--- src/rtl/instr_encoder.sv ---
// Encodes symbolic instruction requests into RV64I words and streams them into
// instruction memory at consecutive byte addresses through a small word buffer.
module instr_encoder #(
    parameter int ADDR_W     = 32,
    parameter int FIFO_DEPTH = 2
) (
    input  logic              clk,
    input  logic              rst_n,
    input  logic              start,
    input  logic [ADDR_W-1:0] base_addr,
    input  logic              req_valid,
    output logic              req_ready,
    input  logic [3:0]        req_op,
    input  logic [4:0]        req_rd,
    input  logic [4:0]        req_rs1,
    input  logic [4:0]        req_rs2,
    input  logic [31:0]       req_imm,
    input  logic              req_last,
    output logic              wr_valid,
    input  logic              wr_ready,
    output logic [ADDR_W-1:0] wr_addr,
    output logic [31:0]       wr_data,
    output logic              busy,
    output logic              done,
    output logic              err,
    output logic [ADDR_W-1:0] count,
    output logic [1:0]        dbg_state
);

    localparam int PTR_W  = (FIFO_DEPTH > 1) ? $clog2(FIFO_DEPTH) : 1;
    localparam int FILL_W = PTR_W + 1;
    localparam logic [31:0] NOP = 32'h0000_0013;

    typedef enum logic [1:0] {S_IDLE, S_RUN, S_DRAIN, S_DONE} state_t;

    state_t            state;
    logic [31:0]       mem [FIFO_DEPTH];
    logic [PTR_W-1:0]  wr_ptr, rd_ptr;
    logic [FILL_W-1:0] fill;
    logic [ADDR_W-1:0] addr_q, count_q;
    logic              err_q;
    logic [31:0]       enc_word;
    logic              enc_bad, i_ok, b_ok;
    logic              fifo_full, fifo_empty, push, pop;

    // Both ports transfer on the rising edge where valid & ready are high; valid
    // never depends on ready, and the write port holds addr/data until taken.
    assign fifo_full  = (fill == FILL_W'(FIFO_DEPTH));
    assign fifo_empty = (fill == '0);
    assign wr_valid   = !fifo_empty;
    assign pop        = wr_valid && wr_ready;
    assign req_ready  = (state == S_RUN) && (!fifo_full || wr_ready);
    assign push       = req_valid && req_ready;
    assign wr_data    = mem[rd_ptr];
    assign wr_addr    = addr_q;
    assign count      = count_q;
    assign err        = err_q;
    assign busy       = (state != S_IDLE);
    assign done       = (state == S_DONE);
    assign dbg_state  = state;

    assign i_ok = ($signed(req_imm) >= -32'sd2048) && ($signed(req_imm) <= 32'sd2047);
    assign b_ok = ($signed(req_imm) >= -32'sd4096) && ($signed(req_imm) <= 32'sd4094) && !req_imm[0];

    always_comb begin
        enc_word = NOP;
        enc_bad  = 1'b0;
        case (req_op)
            4'd0: enc_word = {7'b0000000, req_rs2, req_rs1, 3'b000, req_rd, 7'b0110011};
            4'd1: enc_word = {7'b0100000, req_rs2, req_rs1, 3'b000, req_rd, 7'b0110011};
            4'd2: enc_word = {7'b0000000, req_rs2, req_rs1, 3'b111, req_rd, 7'b0110011};
            4'd3: enc_word = {7'b0000000, req_rs2, req_rs1, 3'b110, req_rd, 7'b0110011};
            4'd4: begin
                enc_word = {req_imm[11:0], req_rs1, 3'b000, req_rd, 7'b0010011};
                enc_bad  = !i_ok;
            end
            4'd5: begin
                enc_word = {req_imm[11:0], req_rs1, 3'b011, req_rd, 7'b0000011};
                enc_bad  = !i_ok;
            end
            4'd6: begin
                enc_word = {req_imm[11:5], req_rs2, req_rs1, 3'b010, req_imm[4:0], 7'b0100011};
                enc_bad  = !i_ok;
            end
            4'd7: begin
                enc_word = {req_imm[11:5], req_rs2, req_rs1, 3'b011, req_imm[4:0], 7'b0100011};
                enc_bad  = !i_ok;
            end
            4'd8: begin
                enc_word = {req_imm[12], req_imm[10:5], req_rs2, req_rs1, 3'b000,
                            req_imm[4:1], req_imm[11], 7'b1100011};
                enc_bad  = !b_ok;
            end
            4'd9: begin
                enc_word = {req_imm[12], req_imm[10:5], req_rs2, req_rs1, 3'b001,
                            req_imm[4:1], req_imm[11], 7'b1100011};
                enc_bad  = !b_ok;
            end
            default: begin
                enc_word = NOP;
                enc_bad  = 1'b1;
            end
        endcase
    end

    always_ff @(posedge clk or negedge rst_n) begin
        if (!rst_n) begin
            state   <= S_IDLE;
            wr_ptr  <= '0;
            rd_ptr  <= '0;
            fill    <= '0;
            addr_q  <= '0;
            count_q <= '0;
            err_q   <= 1'b0;
            for (int i = 0; i < FIFO_DEPTH; i++) mem[i] <= '0;
        end else begin
            if (push) begin
                mem[wr_ptr] <= enc_word;
                wr_ptr      <= wr_ptr + PTR_W'(1);
            end
            if (pop) begin
                rd_ptr  <= rd_ptr + PTR_W'(1);
                addr_q  <= addr_q + ADDR_W'(4);
                count_q <= count_q + ADDR_W'(1);
            end
            if (push && !pop)      fill <= fill + FILL_W'(1);
            else if (pop && !push) fill <= fill - FILL_W'(1);
            if (push && enc_bad) err_q <= 1'b1;

            case (state)
                S_IDLE: if (start) begin
                    state   <= S_RUN;
                    addr_q  <= base_addr;
                    count_q <= '0;
                    err_q   <= 1'b0;
                end
                S_RUN:   if (push && req_last) state <= S_DRAIN;
                S_DRAIN: if (fifo_empty) state <= S_DONE;
                S_DONE:  state <= S_IDLE;
                default: state <= S_IDLE;
            endcase
        end
    end

endmodule

--- config.mk ---
export PLATFORM = sky130hd
export DESIGN_NAME = instr_encoder
export DESIGN_NICKNAME = d
export VERILOG_FILES = /design/src/rtl/instr_encoder.sv
export SDC_FILE = /design/constraint.sdc
export NUM_CORES = 1
export LEC_CHECK = 0
export BUFFER_PORTS_ARGS = -buffer_cell sky130_fd_sc_hd__clkbuf_2
export CORE_AREA = 2 2 126 128
export CTS_BUF_LIST = sky130_fd_sc_hd__clkbuf_8
export DETAILED_ROUTE_END_ITERATION = 16
export DIE_AREA = 0 0 128 130
export PLACE_DENSITY_LB_ADDON = 0.1
export SLEW_MARGIN = 20
export SYNTH_ARGS = -nofsm -noshare
export SYNTH_HDL_FRONTEND = slang
export SYNTH_SLANG_ARGS = --single-unit
--- constraint.sdc ---
create_clock -name clk -period 2 [get_ports clk]
set_clock_uncertainty 0.15 [all_clocks]
set_input_delay 0 -clock clk [delete_from_list [all_inputs] [get_ports clk]]
set_output_delay 0 -clock clk [all_outputs]
set_load 0.01 [all_outputs]
# After elaboration in Yosys (flattened, before gate mapping)
# Cells that the tools add are included.
[word_totals]
regBits = 135
input_bits = 89
output_inout_bits = 103
word_cells = 91
[op_classes]
addsub = 6
order_cmp = 7
eq_ne = 16
mux = 23
n_bitwise = 2
n_reduce_logical = 28
[ops]
columns = ["op", "n"]
rows = [
  ["$mux W32", 10],
  ["$pmux W32 S10", 1],
  ["$bwmux W64", 1],
  ["$add A32 B1 Y32 const B", 1],
  ["$add A32 B3 Y32 const B", 1],
  ["$demux W32 S1", 1],
  ["$ge A32 B12 Y1 const B", 1],
  ["$ge A32 B13 Y1 const B", 1],
  ["$le A32 B12 Y1 const B", 1],
  ["$le A32 B13 Y1 const B", 1],
  ["$eq A4 B3 Y1 const B", 4],
  ["$logic_and A1 B1 Y1", 11],
  ["$mux W2", 5],
  ["$eq A4 B2 Y1 const B", 2],
  ["$eq A4 B4 Y1 const B", 2],
  ["$pmux W2 S4", 1],
  ["$reduce_or A4 Y1", 2],
  ["$logic_not A1 Y1", 7],
  ["$eq A2 B2 Y1 const B", 3],
  ["$eq A4 B1 Y1 const B", 1],
  ["$ge A2 B2 Y1 const B", 2],
  ["$logic_not A2 Y1", 2],
  ["$logic_not A4 Y1", 1],
  ["$ne A2 B2 Y1 const B", 2],
  ["13 further kinds", 18],
]

# Logic depth before layout (Yosys ltp)
# Gate-level depths: netlist of run 1.
[depth]
word_depth = 9
mapped_depth = 9
mapped_depth_nobuf = 7

# Worst setup path after synthesis of run 1
# Ideal clock, no wire load.
[synth_path]
kind = "reg2reg"
from = "reg state[1] (netlist: dbg_state[1])"
to = "reg state[1] (netlist: dbg_state[1])"
t_arrival_ps = 1811
t_required_ps = 1725
slack_ps = -86
stages_incl_launch_ff = 8
n_path_buf = 1
path_cell_list = "dfrtp_1 > inv_1 > ha_1 > o311a_1 > clkbuf_1 > a21boi_0 > a221oi_1 > mux2_2"
[synth_via]
elab_chain_len = 6
elab_cells_between_ends = 12
[synth_rtl]
columns = ["item", "line", "source"]
rows = [
  ["start: declaration", "36", "state_t state;"],
  ["start signal: assignment", "108", "state <= S_IDLE;"],
  ["start signal: assignment", "132", "state <= S_RUN;"],
  ["start signal: assignment", "137", "S_RUN: if (push && req_last) state <= S_DRAIN;"],
  ["$eq A2 B1 Y1", "52", "assign req_ready = (state == S_RUN) && (!fifo_full || wr_ready);"],
  ["$logic_and A1 B1 Y1", "52", ""],
  ["$logic_and A1 B1 Y1", "53", "assign push = req_valid && req_ready;"],
  ["net push", "44", "logic fifo_full, fifo_empty, push, pop;"],
  ["$logic_and A1 B1 Y1", "137", ""],
  ["$ne A2 B1 Y1 (no source line)", "n/a", ""],
  ["$reduce_and A3 Y1 (no source line)", "n/a", ""],
]
# The timed path passes the listed nets, and every way through them passes these cells.
# A chain may end at the register's enable or synchronous reset.

# Worst setup path in the final report of run 1
[layout_path]
from = "in req_op[3]"
to = "reg mem[62] (netlist bit)"
[layout_via]
elab_chain_len = 3
elab_cells_between_ends = 12
[layout_rtl]
columns = ["item", "line", "source"]
rows = [
  ["start: declaration", "13", "input logic [3:0] req_op,"],
  ["$eq A4 B4 Y1 (tied with other cells)", "68", "case (req_op)"],
  ["$pmux W32 S10 (*)", "68", ""],
  ["$bwmux W64 (*)", "118", "mem[wr_ptr] <= enc_word;"],
  ["end signal: indexed assignment", "118", ""],
  ["end: declaration", "37", "logic [31:0] mem [FIFO_DEPTH];"],
]
# Mark *: on every way between the ends. The rest lies on a longest branch, timed or not.

==> results of run 1 <==
## synth_stat cells, types with 8 or more instances
cell type | number | share of area [%]
nand2_1 | 129 | 7.2
clkbuf_1 | 30 | 1.7
nand3_1 | 13 | 0.97
xnor2_1 | 21 | 2.7
dfrtp_1 | 129 | 48
o21ai_0 | 77 | 5.7
nor2_1 | 45 | 2.5
a31oi_1 | 8 | 0.74
xor2_1 | 37 | 4.8
nand4_1 | 29 | 2.7
and3_1 | 13 | 1.2
a21oi_1 | 26 | 1.9
inv_1 | 9 | 0.50
mux2_2 | 35 | 5.8
o21ai_1 | 10 | 0.74
nor2b_1 | 18 | 1.7
## power breakdown
part	internal, mW	switching, mW
clock network	1.04	0.976
logic	2.14	2.43
registers	3.54	0.645
total	6.71	4.05
## stage by stage
stage          setup WS, ns  cell area [sq um]
2_1_floorplan       -0.0473               6750
3_3_place_gp         0.0911               8180
3_5_place_dp      -0.000870               8180
4_1_cts              0.0313               9400
5_1_grt             -0.0110               9540
6_report             0.0692               9540
## flip-flops by register name (all words and copies together) (netlist names)
name and count:
wr_addr 32, fill 2, err 1, mem 58, dbg_state 2, count 32, rd_ptr 1, wr_ptr 1
## worst max-delay path by stage
| stage | from | end | slack [ns] |
|---|---|---|---|
| after floorplan | fill[0] | wr_addr[28] | -0.05 |
| after global placement | dbg_state[1] | dbg_state[1] | 0.09 |
| after detailed placement | dbg_state[1] | dbg_state[1] | -0.0009 |
| after CTS | wr_addr[8] | wr_addr[25] | 0.03 |
| after global routing | wr_addr[2] | wr_addr[28] | -0.01 |
| final | req_op[3] | mem[62] | 0.07 |
## repair_timing
item / in CTS / in global routing
pin swaps: 0 / 3
resized for setup: 1 / 18
cloned: 0 / 1
setup endpoints to repair: 1 / 40
hold buffers: 86 / 0
hold endpoints to repair: 220 / 0
setup buffers: 0 / 3
## routing by layer
layer / global-route usage (%) / vias up / part of all wire (%) / routed length, microns
met2: 41.1 / 170 / 51 / 9910
met4: 8.14 / 0 / 1.8 / 348
met3: 4.39 / 26 / 4.1 / 796
met1: 29.2 / 3060 / 43 / 8260
li1: - / 3098 / - / -
met5: 0 / - / 0 / 0
## logic make-up after synthesis
group / after synthesis / share of synthesized area [%]
xor+xnor: 58 / 7.54
buf+inv: 50 / 3.45
simple gates: 299 / 22.6
compound gates: 137 / 11.2
fa+ha+maj: 7 / 1.30
mux: 36 / 6.00
other cells: 1 / 0.0557
flops: 129 / 47.9
## cell type report
class	instances	area [sq um]
clock buffers	20	275
clock inverters	10	72.6
fillers	1314	5890
inverters	10	42.5
multi-input cells	539	3390
flip-flops and latches	129	3230
well taps	192	240
repair buffers	325	2290
## layout by cell type (no fill, tap or decap), types with 16 or more instances in the layout
master           n
nor2_1          43
nand4_1         29
mux2_2          35
nand2_1        129
xor2_1          37
clkbuf_2       187
nor2b_1         16
clkbuf_8        20
buf_4           43
dfrtp_1        129
o21ai_0         77
xnor2_1         21
dlygate4sd3_1   85
a21oi_1         26
## critical path, stage by stage
cell and delay (ns):
dlygate4sd3_1 0.53, clkbuf_2 0.38, mux2_2 0.38, a22oi_1 0.13
dlygate4sd3_1 0.59, o21ai_0 0.08
==> metrics, run 1 <==
Hold Violations, Final=0; Required @ worst endpoint=about 2.2 ns; crit-path max FO=20; worst min path class=primary input to register; Reg2Reg Depth=6; initial core utilization=43.7%; placed cells=approximately 1100; root buf cell=clkbuf_8; number of port buffers=approximately 190; LEAKAGE=4.57 nW; clk slew on worst S/H paths=0.07 ns; Async SR Flop Fraction=100%; Die ar.=around 17000 sq um; EDFF count, synth=0; Horiz. Die Dim=~130 microns; Post-DRT Antenna Nets=0; Reg2Reg Setup Slack=roughly 0.09 ns; Crit Reg-Reg Startpoint=wr_addr[2]; Ys Warns=0; First-pass DRT Iterations=4; run status=finished, final reports clean; sequential share of the synthesized area=a little under half; final slew viol count=0; setup TNS=0 ns; 1st-iter DRT viols=280; Core Box Area=roughly 15000 sq um; Crit Path Category=primary input to register; total wire length=between 15 and 20 mm; #FFs+latches synth=between 100 and 150; CTS sink count=roughly 130; Hold Path Stages=5; first-pass GRT wire length=31.0 mm; hold endpoint=mem[40]; critical path startpoint category=primary input; cell row count=46; synthesized instance count=~720; RD Place Congestion=0.856; total power=roughly 11 mW; Worst setup EP type=register; H-tree Lvls=4; Area growth syn-to-layout=41.5%; Top FF cell, synth=dfrtp_1; period utilization=96.5%; total global-route track usage=between 20% and 30%; largest net degree at the start of global routing=75; Final setup viols=0; total congestion overflow=0; power per cell area=1130 nW/um^2; Worst VDD drop=0.000570 V; final core utilization=between 60% and 70%; ANT cells=0; Tmin final=roughly 1.9 ns; share of cells above drive strength 1=about a third; worst hold slack=a little over 0.02 ns; end of the worst register-to-register path=wr_addr[28]; max frequency=0.518 GHz; vias in the first global route=approximately 6300; min-delay src=req_rd[1]; routed vias/inst=5.19; Clock Latency Late Sink=roughly 0.44 ns; hpwl dp=13.0 mm; max-cap check violation count=0; initial antenna violation count=0; Yosys cell types=between 50 and 60; die height=130 microns; Layout Nets=between 1000 and 1500; syn avg cell area=9.40 sq um; CTS Buf Count=17; DRC violations left=0; IO Pins=about 190; Layout Cells excl Fill=approximately 1200; Max clock buf depth=2; vias post-DR=between 6000 and 7000; CTS tree=built; critical path arrival=between 2 and 2.5 ns; Post-Synthesis Cell Area=around 6700 sq um; WL/cell=15.8 microns
Power figures use the tool's default switching activity.
==> run 2: changes to the inputs <==
- CELL_PAD_IN_SITES_DETAIL_PLACEMENT: unset -> 1
- CELL_PAD_IN_SITES_GLOBAL_PLACEMENT: unset -> 1
- CORE_AREA: 2 2 126 128 -> 2 2 133 135
- DIE_AREA: 0 0 128 130 -> 0 0 135 137
- clock period: 2 -> 2.09 ns (I/O delays scaled with it)
==> run 2 against run 1 <==
  * Combinational power down 7.5%
  * Register-to-register slack hardly changed
  * Die area increased by 11%
  * Critical path depth increased by 2
  * Clock-buffer cell count unchanged
  * Clock power grew 15%
  * Final area down 1.7%
  * Worst hold slack got worse by 0.0063 ns
  * Global-route usage increased by 0.46 points
  * Cell count up 1.3%
  * Via count up 0.77%
  * Worst setup slack worse by 0.029 ns
  * Critical path type unchanged
  * Largest power group unchanged
==> metrics, run 2 (same netlist as run 1, synthesis figures left out) <==
run status=finished, final reports clean (unchanged); Hold Path Stages=6 (was 5); Clock Latency Late Sink=0.44 ns (about the same); Reg2Reg Setup Slack=0.10 ns (was 0.09 ns); total congestion overflow=0 (unchanged); Setup WS pre-CTS=0.0866 ns (was -0.000870 ns); final core utilization=54.9% (was 61.8%); crit-path max FO=3 (was 20); first-pass GRT wire length=35.0 mm (was 31.0 mm); power per cell area=1140 nW/um^2 (was 1130 nW/um^2); First-pass DRT Iterations=4 (unchanged); Max transition margin=roughly 66%; Worst Tran Pin Value=approximately 0.51 ns; max frequency=0.488 GHz; min-delay src=req_imm[19] (was req_rd[1]); Highest Signal Layer=met4 (unchanged); vias post-DR=6403 (was 6354); Layout Cells excl Fill=1241 (was 1225); initial core utilization=39.5% (was 43.7%); total global-route track usage=23.9% (was 23.4%); final slew viol count=0 (unchanged); Tmin final=slightly above 2 ns; most frequent cells in the layout=clkbuf_2, nand2_1, dfrtp_1, dlygate4sd3_1, o21ai_0 (unchanged); Layout Nets=1099 (was 1118); commonest non-fill, non-tap cell in the layout=clkbuf_2 (unchanged); period utilization=98.1%; Core Box Area=17100 sq um (was 15400 sq um); placed cells=1128 (was 1105); initial antenna violation count=0 (unchanged); Horiz. Die Dim=135 microns (was 128 microns); Worst VDD drop=0.000604 V (was 0.000570 V); die height=137 microns (was 130 microns); vias in the first global route=7002 (was 6340); critical path startpoint category=primary input (unchanged); Crit Path Category=primary input to register (unchanged); CTS tree=built (unchanged); Final setup viols=0 (unchanged); Required @ worst endpoint=2.25 ns (was 2.17 ns); crit path from=req_imm[12] (was req_op[3]); CTS sink count=129 (unchanged); CTS Buf Count=17 (unchanged); root buf cell=clkbuf_8 (unchanged); final setup margin=0.0400 ns (was 0.0692 ns); total power=10.6 mW (was 10.8 mW); clk slew on worst S/H paths=0.07 ns (about the same); H-tree Lvls=4 (unchanged); Post-DRT Antenna Nets=0 (unchanged); RD Place Congestion=0.855 (was 0.856); end of the worst register-to-register path=wr_ptr (was wr_addr[28]); 1st-iter DRT viols=227 (was 280); met2 WL=11.2 mm (was 9.91 mm); Hold Violations, Final=0 (unchanged); hold endpoint=err (was mem[40]); share of cells above drive strength 1=30.8% (was 31.8%); Max clock buf depth=2 (unchanged); routed vias/inst=5.16 (was 5.19); Area growth syn-to-layout=39.1% (was 41.5%); Reg2Reg Depth=5 (was 6); met3 WL=946 microns (was 796 microns); cell row count=48 (was 46); WL/cell=17.3 microns (was 15.8 microns); Largest Register=mem (unchanged); LEAKAGE=4.40 nW (was 4.57 nW); total wire length=21.5 mm (was 19.3 mm); Crit Reg-Reg Startpoint=fill[1] (was wr_addr[2]); worst min path class=primary input to register (unchanged); IO Pins=192 (unchanged); number of port buffers=189 (unchanged); critical path arrival=2.21 ns (was 2.10 ns); max-cap check violation count=0 (unchanged); worst hold slack=0.0145 ns (was 0.0208 ns); DRC violations left=0 (unchanged); hpwl dp=15.0 mm (was 13.0 mm); largest net degree at the start of global routing=77 (was 75); Worst setup EP type=register (unchanged); ANT cells=0 (unchanged); Die ar.=18500 sq um (was 16600 sq um); wire length on met1=9.05 mm (was 8.26 mm); max reg flops=58 (unchanged)
run 2: report_power, final:
group / internal (mW) / leakage [nW] / switching (mW) / total [mW]
Clock: 1.28 / 0.207 / 1.04 / 2.32
Combinational: 1.90 / 2.53 / 2.31 / 4.22
Sequential: 3.38 / 1.67 / 0.718 / 4.10
Total: 6.56 / 4.40 / 4.07 / 10.6
run 2: worst max-delay path by stage:
stage	to	slack, ns	depth (start not counted)
floorplan	dbg_state[1]	0.004	7
CTS	wr_ptr	0.06	6
global placement	wr_addr[28]	0.18	6
global route	wr_addr[31]	-0.01	6
detailed placement	wr_addr[25]	0.09	6
finish	err	0.04	8
run 2: critical path, cell delays in order:
cell and delay, ns:
dlygate4sd3_1 0.54, clkbuf_2 0.14, or4_1 0.52, nor2_1 0.15, dlygate4sd3_1 0.57, nand4b_1 0.11, nand3_1 0.11, nand3_1 0.07
run 2: final cells by class:
cell class                 instances  area (sq um)
tap                              225           282
multi-input combinational        539          3320
clock buffer                      20           275
clock inverter                    12           156
timing repair buffer             306          2070
sequential                       129          3230
inverter                          10          42.5
fill                            1995          7680
run 2: layer usage:
metal / track usage, % / up-vias
met1: 29.2 / 3173
met2: 42.8 / 142
met5: 0 / -
met3: 4.59 / 28
met4: 7.29 / 0
li1: - / 3060
run 2: stage by stage:
stage / TNS (ns) / cell area (sq um)
2_1_floorplan: 0 / 6740
3_3_place_gp: 0 / 8100
3_5_place_dp: 0 / 8100
4_1_cts: 0 / 9340
5_1_grt: -0.0131 / 9370
6_report: 0 / 9370
run 2: what timing repair did:
action                                  CTS  global route
hold buffers                             80             0
resized for setup                         0             8
endpoints found under the setup margin    0            21
setup buffers                             0             1
endpoints found under the hold margin   232             0
